`src/rtl/rtc_pkg.sv`:
```
// rtc_pkg: shared widths, field maxima, load-select encodings and the 12 h hour
// mapping used by the real-time counter and its bench.
// Ports: none (package).
package rtc_pkg;

    localparam int SEC_W = 6;
    localparam int MIN_W = 6;
    localparam int HR_W  = 5;

    localparam logic [SEC_W-1:0] SEC_MAX = 6'd59;
    localparam logic [MIN_W-1:0] MIN_MAX = 6'd59;
    localparam logic [HR_W-1:0]  HR_MAX  = 5'd23;

    typedef enum logic [1:0] {
        LD_SEC = 2'd0,
        LD_MIN = 2'd1,
        LD_HR  = 2'd2,
        LD_CLR = 2'd3
    } ld_sel_e;

    // 24 h -> 12 h presentation: 0 -> 12, 13..23 -> 1..11.
    function automatic logic [HR_W-1:0] hr_to_12(input logic [HR_W-1:0] h24);
        if (h24 == '0) begin
            return 5'd12;
        end else if (h24 > 5'd12) begin
            return h24 - 5'd12;
        end else begin
            return h24;
        end
    endfunction

endpackage

```
`src/rtl/rtc_prescaler.sv`:
```
// rtc_prescaler: divides clk down to one tick_pre cycle every TICK_DIV enabled cycles.
// Ports:
//   clk      in  system clock
//   preset   in  asynchronous active-high reset
//   en       in  count enable; count holds when low
//   clr      in  synchronous clear of the count
//   stall    in  force and hold the count at 0, suppress tick_pre
//   tick_pre out combinational, high on the cycle whose edge completes a period
module rtc_prescaler #(
    parameter int unsigned TICK_DIV = 50_000_000
) (
    input  logic clk,
    input  logic preset,
    input  logic en,
    input  logic clr,
    input  logic stall,
    output logic tick_pre
);

    localparam int unsigned CNT_W = (TICK_DIV > 1) ? $clog2(TICK_DIV) : 1;
    localparam logic [CNT_W-1:0] CNT_MAX = CNT_W'(TICK_DIV - 1);

    logic [CNT_W-1:0] r_cnt;

    assign tick_pre = en && !stall && (r_cnt == CNT_MAX);

    always_ff @(posedge clk or posedge preset) begin
        if (preset) begin
            r_cnt <= '0;
        end else if (clr || stall) begin
            r_cnt <= '0;
        end else if (en) begin
            r_cnt <= (r_cnt == CNT_MAX) ? '0 : r_cnt + CNT_W'(1);
        end
    end

endmodule

```
`src/rtl/rtc_counter.sv`:
```
// rtc_counter: HH:MM:SS real-time counter (up / saturating down) with per-field load,
// 12 h presentation and an HH:MM alarm.
// Ports:
//   clk, preset              clock, asynchronous active-high reset
//   en, down                 count enable, direction (1 = down)
//   mode12                   12 h presentation of hr / pm
//   load, load_sel, load_val single-cycle field load (sel 3 clears all fields)
//   alarm_en/hr/min          alarm arm and HH:MM compare value
//   hr, min, sec             presented time
//   pm                       hour >= 12 in 12 h mode
//   tick, alarm              one-cycle registered pulses
//   zero                     internal time is 00:00:00
module rtc_counter
    import rtc_pkg::*;
#(
    parameter int unsigned TICK_DIV         = 50_000_000,
    parameter bit          LOAD_RESETS_TICK = 1'b1
) (
    input  logic             clk,
    input  logic             preset,
    input  logic             en,
    input  logic             down,
    input  logic             mode12,
    input  logic             load,
    input  logic [1:0]       load_sel,
    input  logic [5:0]       load_val,
    input  logic             alarm_en,
    input  logic [HR_W-1:0]  alarm_hr,
    input  logic [MIN_W-1:0] alarm_min,
    output logic [HR_W-1:0]  hr,
    output logic [MIN_W-1:0] min,
    output logic [SEC_W-1:0] sec,
    output logic             pm,
    output logic             tick,
    output logic             alarm,
    output logic             zero
);

    logic [SEC_W-1:0] r_sec;
    logic [MIN_W-1:0] r_min;
    logic [HR_W-1:0]  r_hr;
    logic             r_tick;
    logic             r_alarm;

    logic             w_zero;
    logic             w_stall;
    logic             w_load_ok;
    logic             w_tick_pre;
    logic             w_alarm_hit;
    logic [SEC_W-1:0] w_nsec;
    logic [MIN_W-1:0] w_nmin;
    logic [HR_W-1:0]  w_nhr;

    assign w_zero  = (r_sec == '0) && (r_min == '0) && (r_hr == '0);
    // Counting down into 00:00:00 saturates: prescaler parked at 0, no ticks.
    assign w_stall = down && w_zero;

    // Out-of-range values are dropped completely, including the prescaler clear.
    always_comb begin
        w_load_ok = 1'b0;
        if (load) begin
            unique case (ld_sel_e'(load_sel))
                LD_SEC: w_load_ok = (load_val <= SEC_MAX);
                LD_MIN: w_load_ok = (load_val <= MIN_MAX);
                LD_HR:  w_load_ok = (load_val <= 6'(HR_MAX));
                LD_CLR: w_load_ok = 1'b1;
            endcase
        end
    end

    rtc_prescaler #(
        .TICK_DIV (TICK_DIV)
    ) u_prescaler (
        .clk      (clk),
        .preset   (preset),
        .en       (en),
        .clr      (w_load_ok && LOAD_RESETS_TICK),
        .stall    (w_stall),
        .tick_pre (w_tick_pre)
    );

    // Time one second after the current one in the selected direction.
    always_comb begin
        w_nsec = r_sec;
        w_nmin = r_min;
        w_nhr  = r_hr;
        if (!down) begin
            if (r_sec == SEC_MAX) begin
                w_nsec = '0;
                if (r_min == MIN_MAX) begin
                    w_nmin = '0;
                    w_nhr  = (r_hr == HR_MAX) ? '0 : r_hr + 5'd1;
                end else begin
                    w_nmin = r_min + 6'd1;
                end
            end else begin
                w_nsec = r_sec + 6'd1;
            end
        end else begin
            if (r_sec == '0) begin
                w_nsec = SEC_MAX;
                if (r_min == '0) begin
                    w_nmin = MIN_MAX;
                    // hr == 0 here only at 00:00:00, which is stalled.
                    w_nhr  = (r_hr == '0) ? '0 : r_hr - 5'd1;
                end else begin
                    w_nmin = r_min - 6'd1;
                end
            end else begin
                w_nsec = r_sec - 6'd1;
            end
        end
    end

    assign w_alarm_hit = alarm_en && (w_nhr == alarm_hr) && (w_nmin == alarm_min)
                         && (w_nsec == '0);

    always_ff @(posedge clk or posedge preset) begin
        if (preset) begin
            r_sec   <= '0;
            r_min   <= '0;
            r_hr    <= '0;
            r_tick  <= 1'b0;
            r_alarm <= 1'b0;
        end else begin
            r_tick  <= 1'b0;
            r_alarm <= 1'b0;
            if (w_load_ok) begin
                // Load beats a coincident tick; that second is dropped.
                unique case (ld_sel_e'(load_sel))
                    LD_SEC: r_sec <= load_val;
                    LD_MIN: r_min <= load_val;
                    LD_HR:  r_hr  <= load_val[HR_W-1:0];
                    LD_CLR: begin
                        r_sec <= '0;
                        r_min <= '0;
                        r_hr  <= '0;
                    end
                endcase
            end else if (w_tick_pre) begin
                r_sec   <= w_nsec;
                r_min   <= w_nmin;
                r_hr    <= w_nhr;
                r_tick  <= 1'b1;
                r_alarm <= w_alarm_hit;
            end
        end
    end

    assign hr    = mode12 ? hr_to_12(r_hr) : r_hr;
    assign pm    = mode12 && (r_hr >= 5'd12);
    assign min   = r_min;
    assign sec   = r_sec;
    assign tick  = r_tick;
    assign alarm = r_alarm;
    assign zero  = w_zero;

endmodule

```
`config.mk`:
```
export PLATFORM = sky130hd
export DESIGN_NAME = rtc_counter
export DESIGN_NICKNAME = d
export VERILOG_FILES = /design/src/rtl/rtc_pkg.sv /design/src/rtl/rtc_prescaler.sv /design/src/rtl/rtc_counter.sv
export SDC_FILE = /design/constraint.sdc
export NUM_CORES = 1
export LEC_CHECK = 0
export ABC_AREA = 1
export CAP_MARGIN = 10
export CORE_MARGIN = 10
export CORE_UTILIZATION = 54
export CTS_BUF_LIST = sky130_fd_sc_hd__clkbuf_2 sky130_fd_sc_hd__clkbuf_4 sky130_fd_sc_hd__clkbuf_8
export CTS_CLUSTER_DIAMETER = 200
export DETAILED_ROUTE_END_ITERATION = 12
export PLACE_DENSITY = 0.8
export SLEW_MARGIN = 30
export SYNTH_ARGS = -nofsm -noshare
export SYNTH_HDL_FRONTEND = slang
export SYNTH_HIERARCHICAL = 1
export SYNTH_SLANG_ARGS = --single-unit
export TNS_END_PERCENT = 1
```
`constraint.sdc`:
```
create_clock -name clk -period 2.3 [get_ports clk]
set_input_delay 0.575 -clock clk [delete_from_list [all_inputs] [get_ports clk]]
set_output_delay 0.575 -clock clk [all_outputs]
set_load 0.02 [all_outputs]
```
==> metrics <==
status=complete, but fails checks; failing checks=setup timing; Critical path origin=mode12; synthesized instance count=678; hold_sp=u_prescaler/r_cnt[6]; Yosys reg bits=45; post-synth net total=718; Final period util=103%; H-tree lvl count=2; WHS=0.538 ns; die area=11900 um^2; Die H=109 um; Final GP Congestion=1.01; pwr/cell area=613 nW/um^2; top-area cell type share of the netlist area=26.4%; Non-Filler Instances=906; share of cells above drive strength 1=22.3%; first-pass GRT wire length=21.5 mm; cell taking the most area after synthesis=dfrtp_1; fillers=647; Worst setup EP type=primary output; max-cap viol count=0; endpoints failing hold=0; Tightest Pin Transition=0.362 ns; area growth from synthesis to final layout=33.1%; RSZ-0062 raised after global routing=true; Worst Hold Class=reg2reg; critical path arrival=1.79 ns; Mapped Area=4270 um^2; worst vdd ir=315 uV; DP HPWL=10.5 mm; Final min period=2.36 ns; GRT Total Usage=22.1%; total design power=0.00348 W; Leak=2.79 nW; PnR worst setup slack=-0.0610 ns; vias per inst=5.54; root buffer cell=clkbuf_8; most frequent cells in the layout=nand2_1 (208), nor2_1 (85), buf_4 (80); First-pass DRT Iterations=6; IO Pins=47; worst path required time=1.73 ns; total grt overflow=0; vias post-DR=5016; Routed WL=14.0 mm; most used cell along the critical path=buf_4; crit-path max cell delay=0.48 ns; Synth area leaders=dfrtp_1 (26%), nand2_1 (18%), nand3_1 (9.4%); Worst Skew=0.0123 ns; IO Port Bufs=46; initial core utilization=55.3%; Final setup violation count=5; Routed Antenna Nets=0; clk slew on worst S/H paths=0.08 ns; Final Slew Violations=0; wire per inst=15.4 um; Initial DRC Count=326; Worst slew margin=75.7%; Fin Setup TNS=-0.151 ns; Ant. Diodes=0; synth unique cells=37; largest net degree at the start of global routing=27; die width=109 um; CP cell instances=clkdlybuf4s50_1, inv_1, buf_4, nor2_4, a21oi_1, o21ai_0, buf_4; most common cell after layout, fill and taps aside=nand2_1; f_max=0.424 GHz; Crit-path slowest cell=clkdlybuf4s50_1; placed cell count=891; Mapped Avg Cell Area=6.30 um^2; initial antenna violation count=0; Core Box Area=7730 um^2; Worst R2R Start=r_hr[2]; classification of the worst setup path=in2out; row count=32; crit start category=input port; Seq/Total Area, Yosys=26.4%; worst-path maximum fanout=3; Num CTS Buffers=5; vias in the first global route=4704; CTS max path bufs=2; Skew-Pair Late Insertion Delay=0.30 ns; fin nets=843; Syn. warnings=6; Residual DRC=0; TritonCTS clock tree=done; clock tree sinks=45
where the power goes:
group          internal, W  total [W]  switching [W]
sequential        0.000870   0.000937      0.0000666
combinational     0.000806    0.00193        0.00112
clock             0.000338   0.000619       0.000281
path summary, 6_finish.rpt:
path / endpoint / slack (ns) / cells after the start
setup / recovery: hr[3] / -0.06 / 7
hold / removal: u_prescaler/r_cnt[6] / 0.54 / 1
setup reg to reg: r_hr[4] / 0.03 / 15
hold reg to reg: u_prescaler/r_cnt[6] / 0.54 / 1
max in group asynchronous: u_prescaler/r_cnt[6] / 1.34 / 3
min in group asynchronous: min[0] / 0.68 / 3
layout make-up:
| type | instances | area, um^2 | share of cell area, % |
|---|---|---|---|
| inverters | 83 | 315 | 5.55 |
| flip-flops and latches | 45 | 1130 | 19.9 |
| clock buffers | 6 | 76.3 | 1.34 |
| multi-input cells | 540 | 2910 | 51.2 |
| clock inverters | 2 | 38.8 | 0.682 |
| repair buffers | 128 | 1080 | 19.1 |
| well taps | 102 | 128 | 2.25 |
repair_timing:
action / in CTS / in global routing
endpoints found under the hold margin: 0 / 0
hold buffers: 0 / 0
resized for setup: 27 / 41
endpoints found under the setup margin: 23 / 30
gates cloned: 0 / 2
setup buffers: 0 / 5
pin swaps: 1 / 4
cell families after synthesis:
kind of cell    count (synthesis)  share of synthesized area, %
xor+xnor                       17                          3.49
flops                          45                          26.4
compound gates                 54                          7.67
buf+inv                        95                          9.23
simple gates                  453                          49.2
fa+ha+maj                      14                          4.10
synthesized netlist by cell type, drive strengths merged:
master	instances
nand2	225
nor2	110
nand3	87
inv	82
dfrtp	45
o21ai	23
a31oi	15
ha	14
xor2	13
buf	11
nand4	11
a21oi	10
nor3	10
nand3b	8
o21bai	4
xnor2	4
or2	2
a211oi	1
clkbuf	1
clkinv	1
o32ai	1
flip-flops by register name, summed over array words and instances, names as in the netlist:
name / flops
u_prescaler/r_cnt: 26
sec: 6
r_hr: 5
tick: 1
alarm: 1
min: 6
per-stage QoR:
step                      cell area (um^2)  setup slack [ns]  utilization (%)
after detailed placement              5390            -0.543             69.7
after floorplan                       4280           0.00150                -
final                                 5680           -0.0610             73.6
after global routing                  5680            -0.114             73.6
after CTS                             5520            -0.146             71.4
after global placement                5390            -0.482             69.7
worst max-delay path: cells and delay by family:
family,cells,cell delay [ns]
buf+inv,4,0.89
compound gates,2,0.18
simple gates,1,0.13
per-layer routing:
layer | vias to the layer above | global-route usage [%] | part of all wire (%) | wire length [um]
met4 | 0 | 10.5 | 4.3 | 596
met3 | 52 | 3.66 | 6.6 | 918
li1 | 2429 | - | - | -
met1 | 2324 | 25.3 | 39 | 5510
met5 | - | 0 | 0 | 0
met2 | 211 | 39.2 | 50 | 6970
(Power assumes the default switching activity.)
